===== src/rtl/bcd_to_binary.sv =====
// bcd_to_binary
//   Sequential reverse double-dabble converter: packed BCD in, unsigned
//   binary out. One shift/correct step per clock, 4*N_DIGITS steps per
//   conversion, start/busy/done handshake, result held until the next
//   conversion completes.
//
// Ports
//   i_clk_1mhz     in   1           system clock, rising edge
//   i_reset_n      in   1           asynchronous active-low reset
//   i_start        in   1           conversion request (ignored while busy)
//   i_bcd_data     in   4*N_DIGITS  packed BCD operand, digit 0 in [3:0]
//   o_busy         out  1           conversion in progress
//   o_done         out  1           one-cycle pulse, result/error updated
//   o_binary_data  out  BIN_W       converted value
//   o_error        out  1           last operand had a non-decimal digit
//
// Build option
//   BCD_CHECK_EN : when defined, an operand with any nibble > 9 completes
//                  with o_error=1 and o_binary_data=0. When undefined,
//                  o_error is tied low and no digit check exists.
//
// State  | meaning
// IDLE   | waiting for i_start; result outputs held
// CONV   | one shift/correct step per edge, 4*N_DIGITS steps

module bcd_to_binary #(
  parameter int N_DIGITS = 4,
  parameter int BIN_W    = 14
) (
  input  logic                    i_clk_1mhz,
  input  logic                    i_reset_n,
  input  logic                    i_start,
  input  logic [4*N_DIGITS-1:0]   i_bcd_data,
  output logic                    o_busy,
  output logic                    o_done,
  output logic [BIN_W-1:0]        o_binary_data,
  output logic                    o_error
);

  localparam int DW    = 4 * N_DIGITS;
  localparam int STEPS = DW;
  localparam int CNT_W = $clog2(STEPS);
  localparam logic [CNT_W-1:0] LAST_STEP = CNT_W'(STEPS - 1);

  typedef enum logic {IDLE, CONV} state_t;

  state_t           state;
  logic [CNT_W-1:0] step_cnt;
  logic [DW-1:0]    bcd_q;
  logic [DW-1:0]    acc_q;

  logic [2*DW-1:0]  pair_shift;
  logic [DW-1:0]    bcd_next;
  logic [DW-1:0]    acc_next;

  // Shift the {bcd, acc} pair right as one word so the bit leaving the
  // BCD side lands in the accumulator MSB; then undo the x2 weight that
  // crossed each digit boundary by taking 3 off any digit now >= 8.
  always_comb begin
    pair_shift = {bcd_q, acc_q} >> 1;
    acc_next   = pair_shift[DW-1:0];
    bcd_next   = pair_shift[2*DW-1:DW];
    for (int d = 0; d < N_DIGITS; d++) begin
      if (pair_shift[DW + 4*d +: 4] >= 4'd8)
        bcd_next[4*d +: 4] = pair_shift[DW + 4*d +: 4] - 4'd3;
    end
  end

`ifdef BCD_CHECK_EN
  logic bad_digit;
  logic err_q;

  always_comb begin
    bad_digit = 1'b0;
    for (int d = 0; d < N_DIGITS; d++) begin
      if (i_bcd_data[4*d +: 4] > 4'd9)
        bad_digit = 1'b1;
    end
  end
`else
  assign o_error = 1'b0;
`endif

  always_ff @(posedge i_clk_1mhz or negedge i_reset_n) begin
    if (!i_reset_n) begin
      state         <= IDLE;
      step_cnt      <= '0;
      bcd_q         <= '0;
      acc_q         <= '0;
      o_busy        <= 1'b0;
      o_done        <= 1'b0;
      o_binary_data <= '0;
`ifdef BCD_CHECK_EN
      err_q         <= 1'b0;
      o_error       <= 1'b0;
`endif
    end else begin
      o_done <= 1'b0;
      case (state)
        IDLE: begin
          if (i_start) begin
            bcd_q    <= i_bcd_data;
            acc_q    <= '0;
            step_cnt <= '0;
`ifdef BCD_CHECK_EN
            err_q    <= bad_digit;
`endif
            o_busy   <= 1'b1;
            state    <= CONV;
          end
        end
        CONV: begin
          bcd_q    <= bcd_next;
          acc_q    <= acc_next;
          step_cnt <= step_cnt + CNT_W'(1);
          if (step_cnt == LAST_STEP) begin
`ifdef BCD_CHECK_EN
            o_error       <= err_q;
            o_binary_data <= err_q ? '0 : acc_next[BIN_W-1:0];
`else
            o_binary_data <= acc_next[BIN_W-1:0];
`endif
            o_done <= 1'b1;
            o_busy <= 1'b0;
            state  <= IDLE;
          end
        end
        default: state <= IDLE;
      endcase
    end
  end

endmodule


===== config.mk =====
export PLATFORM = sky130hd
export DESIGN_NAME = bcd_to_binary
export DESIGN_NICKNAME = d
export VERILOG_FILES = /design/src/rtl/bcd_to_binary.sv
export SDC_FILE = /design/constraint.sdc
export NUM_CORES = 1
export LEC_CHECK = 0
export ABC_AREA = 1
export BUFFER_PORTS_ARGS = -buffer_cell sky130_fd_sc_hd__buf_2
export CAP_MARGIN = 10
export CORE_UTILIZATION = 30
export CTS_BUF_LIST = sky130_fd_sc_hd__clkbuf_4 sky130_fd_sc_hd__clkbuf_8 sky130_fd_sc_hd__clkbuf_16
export DETAILED_ROUTE_END_ITERATION = 8
export GPL_TIMING_DRIVEN = 0
export HOLD_SLACK_MARGIN = 0.12
export PLACE_DENSITY = 0.52
export SETUP_SLACK_MARGIN = 0.1
export SLEW_MARGIN = 20
export SYNTH_ARGS = -nofsm -noshare
export SYNTH_HDL_FRONTEND = slang
export SYNTH_SLANG_ARGS = --single-unit
export TNS_END_PERCENT = 100

===== constraint.sdc =====
create_clock -name i_clk_1mhz -period 1.49 [get_ports i_clk_1mhz]
set_input_delay 0.298 -clock i_clk_1mhz [delete_from_list [all_inputs] [get_ports i_clk_1mhz]]
set_output_delay 0.298 -clock i_clk_1mhz [all_outputs]
set_load 0.05 [all_outputs]

==> metrics.md <==
| Metric | Value |
|---|---|
| Outcome | completed |
| Worst R2R Setup Slack | 160 ps |
| Initial drt markers | 56 |
| Slew of the pin with the lowest slew margin | 662 ps |
| Internal | 3240 µW |
| Post-Syn Nets | 321 |
| TritonCTS Buffers | 5 |
| Initial Util | 0.309 |
| H-tree depth | 2 |
| IO Port Bufs | 34 |
| Total gr overflow | 0 |
| RSZ-0062 raised after global routing | yes |
| DRC viols | 0 |
| Endpoints failing hold | 0 |
| Leakage power figure | roughly 0.0015 µW |
| Vias in the first global route | 1830 |
| Nets | 365 |
| Worst Path Arrival | 1560 ps |
| Overall global routing resource usage | 0.127 |
| Total number of yosys warnings | 0 |
| ANT nets after route | 0 |
| TNS Setup | 0 ps |
| Crit end category | register |
| Seq cells post-synth | 52 |
| Fin crit share | 0.890 |
| Die ar. | 8330 µm² |
| GPL Wtd Cong | 0.756 |
| 1st-pass router iterations | 4 |
| Sw Pwr | 2790 µW |
| IO Pins | 36 |
| Switching part of the total | 0.463 |
| Seq pwr share | 0.410 |
| Final Util | 0.366 |
| Gate power share | 0.453 |
| Final max-slew violation count | 0 |
| CP required | between 1500 and 2000 ps |
| Clock power share | 0.137 |
| Final Setup Violations | 0 |
| Drt wl/cell | 11.0 µm |
| Startpoint Class | register |
| Synthesized instance count | just under 300 |
| CTS root buffer | clkbuf_8 |
| Via count | about 1900 |
| Chip width | 91.3 µm |
| Pwr dens | ~2100 nW/µm² |
| Cell taking the most area after synthesis | dfrtp_1 |
| Crit Path Max Fanout | 10 |
| CP Class | register to register |
| Largest net degree at the start of global routing | 53 |
| Clk slew on worst S/H paths | 90 ps |
| Drt total wl | a little under 5000 µm |
| Finished Layout Cells | 442 |
| Multi-input logic area | 867 µm² |
| Fillers | 846 |
| Top post-synthesis cells by area | dfrtp_1, nand2_1, nand3_1 |
| Mean Syn Cell Area | 8.11 µm² |
| Distinct cells, synth | 17 |
| CTS tree | built |
| Final Skew | 13.1 ps |
| First-pass GRT wire length | approximately 8500 µm |
| Area of the core | 7730 µm² |
| Hold slack | 195 ps |
| Layout cell share with drive strength beyond 1 | 0.174 |
| Register area | between 1000 and 1500 µm² |
| Synth-to-Final Area Change | 18.3% |
| Max cap viols | 0 |
| Inst Count DP | 431 |
| Fmax | 0.754 GHz |
| Crit path time final | 1330 ps |
| Slew margin rel. | 0.559 |
| FP Rows | 32 |
| Yosys top cell area share | 0.544 |
| Insertion delay to the later sink of the worst-skew pair | 300 ps |
| Post-DP HPWL | 3420 µm |
| Seq/Total Area, Yosys | 0.544 |
| Chip height | 91.3 µm |
| Clk sinks | 52 |
| Routed vias/inst | 4.35 |
| Max Root-Sink Buffers | 2 |
| Worst hold path class | input port to register |
| Peak supply drop | 0.512 mV |
| Post-Syn Area | 2390 µm² |
| Ant diodes | 0 |
| Antenna violations before repair | 0 |
## state kept, by name (all words and copies together) (netlist names)
register,cells
step_cnt,4
state,1
o_done,1
bcd_q,16
o_busy,1
acc_q,15
o_binary_data,14
## placed cells by master, fill, tap and decap left out, drive strengths merged
master         n
dlygate4sd3    1
conb           1
a21oi          1
nor2           8
o21ai          3
clkbuf         9
nand2        111
inv           43
buf           45
clkinv         1
ha             7
nand3         41
o22ai         13
dfrtp         52
nand4          2
clkinvlp       2
## path summary, 6_finish.rpt
path | from | endpoint | depth (start not counted)
setup / recovery | state | bcd_q[8] | 4
hold / removal | i_bcd_data[15] | bcd_q[15] | 3
setup reg to reg | state | bcd_q[8] | 4
hold reg to reg | o_binary_data[2] | o_binary_data[2] | 2
max in group asynchronous | i_reset_n | o_done | 2
min in group asynchronous | i_reset_n | o_binary_data[7] | 2
## repair_timing
| item | 4_1_cts | 5_1_grt |
|---|---|---|
| gates resized for setup | 0 | 10 |
| hold buffers | 1 | 0 |
| hold endpoints to repair | 52 | 0 |
| setup buffers | 0 | 2 |
| setup endpoints to repair | 0 | 32 |
## final cells by class
type	instances	area share
Clock inverter	2	0.00575
Tap cell	102	0.0451
Clock buffer	6	0.0270
Timing Repair Buffer	37	0.0699
Inverter	44	0.0597
Sequential cell	52	0.460
Multi-Input combinational cell	187	0.307
Buffer	12	0.0261
## stage by stage
stage	instance area, µm²	worst slack (ps)	power (µW)
after floorplan	2390	339	4520
after global placement	2690	103	5140
after detailed placement	2690	107	5210
after CTS	2790	102	6060
after global routing	2830	56.0	6570
final	2830	164	6030
## power groups by stage
| stage | Clock, µW | Combinational, µW | Sequential, µW |
|---|---|---|---|
| 4_1_cts | 870 | 2720 | 2470 |
| 5_1_grt | 904 | 3090 | 2570 |
| 2_1_floorplan | 0 | 1390 | 3130 |
| 6_report | 825 | 2730 | 2470 |
| 3_5_place_dp | 0 | 2710 | 2510 |
| 3_3_place_gp | 0 | 2660 | 2480 |
## layer usage
metal	wire length, µm	up-vias	global-route usage
met5	0	-	0
met4	42	0	0.0278
met3	168	5	0.0285
met2	2320	34	0.211
met1	2350	886	0.170
li1	-	998	-
## worst max-delay path, stage by stage, from the launching register on
cell,delay [ps]
dfrtp_1,500
buf_2,290
buf_2,280
nand3_1,120
nand3_1,80
## synth_stat cells (all sizes together)
| cell type | n |
|---|---|
| nand3 | 41 |
| nand2 | 111 |
| a21oi | 1 |
| nand4 | 2 |
| clkbuf | 3 |
| o22ai | 13 |
| conb | 1 |
| o21ai | 3 |
| ha | 7 |
| buf | 9 |
| dfrtp | 52 |
| clkinv | 1 |
| nor2 | 8 |
| inv | 43 |
## logic make-up (layout without fill, tap and decap cells)
group / after synthesis / count (layout) / share of synthesized area
AOI/OAI and AO/OA: 17 / 17 / 0.0424
other: 1 / 1 / 0.00157
buffers and inverters: 56 / 101 / 0.0963
and+or+nand+nor: 162 / 162 / 0.279
DFF: 52 / 52 / 0.544
adders and majority gates: 7 / 7 / 0.0366
No activity file was read; power rests on OpenSTA's default activity.
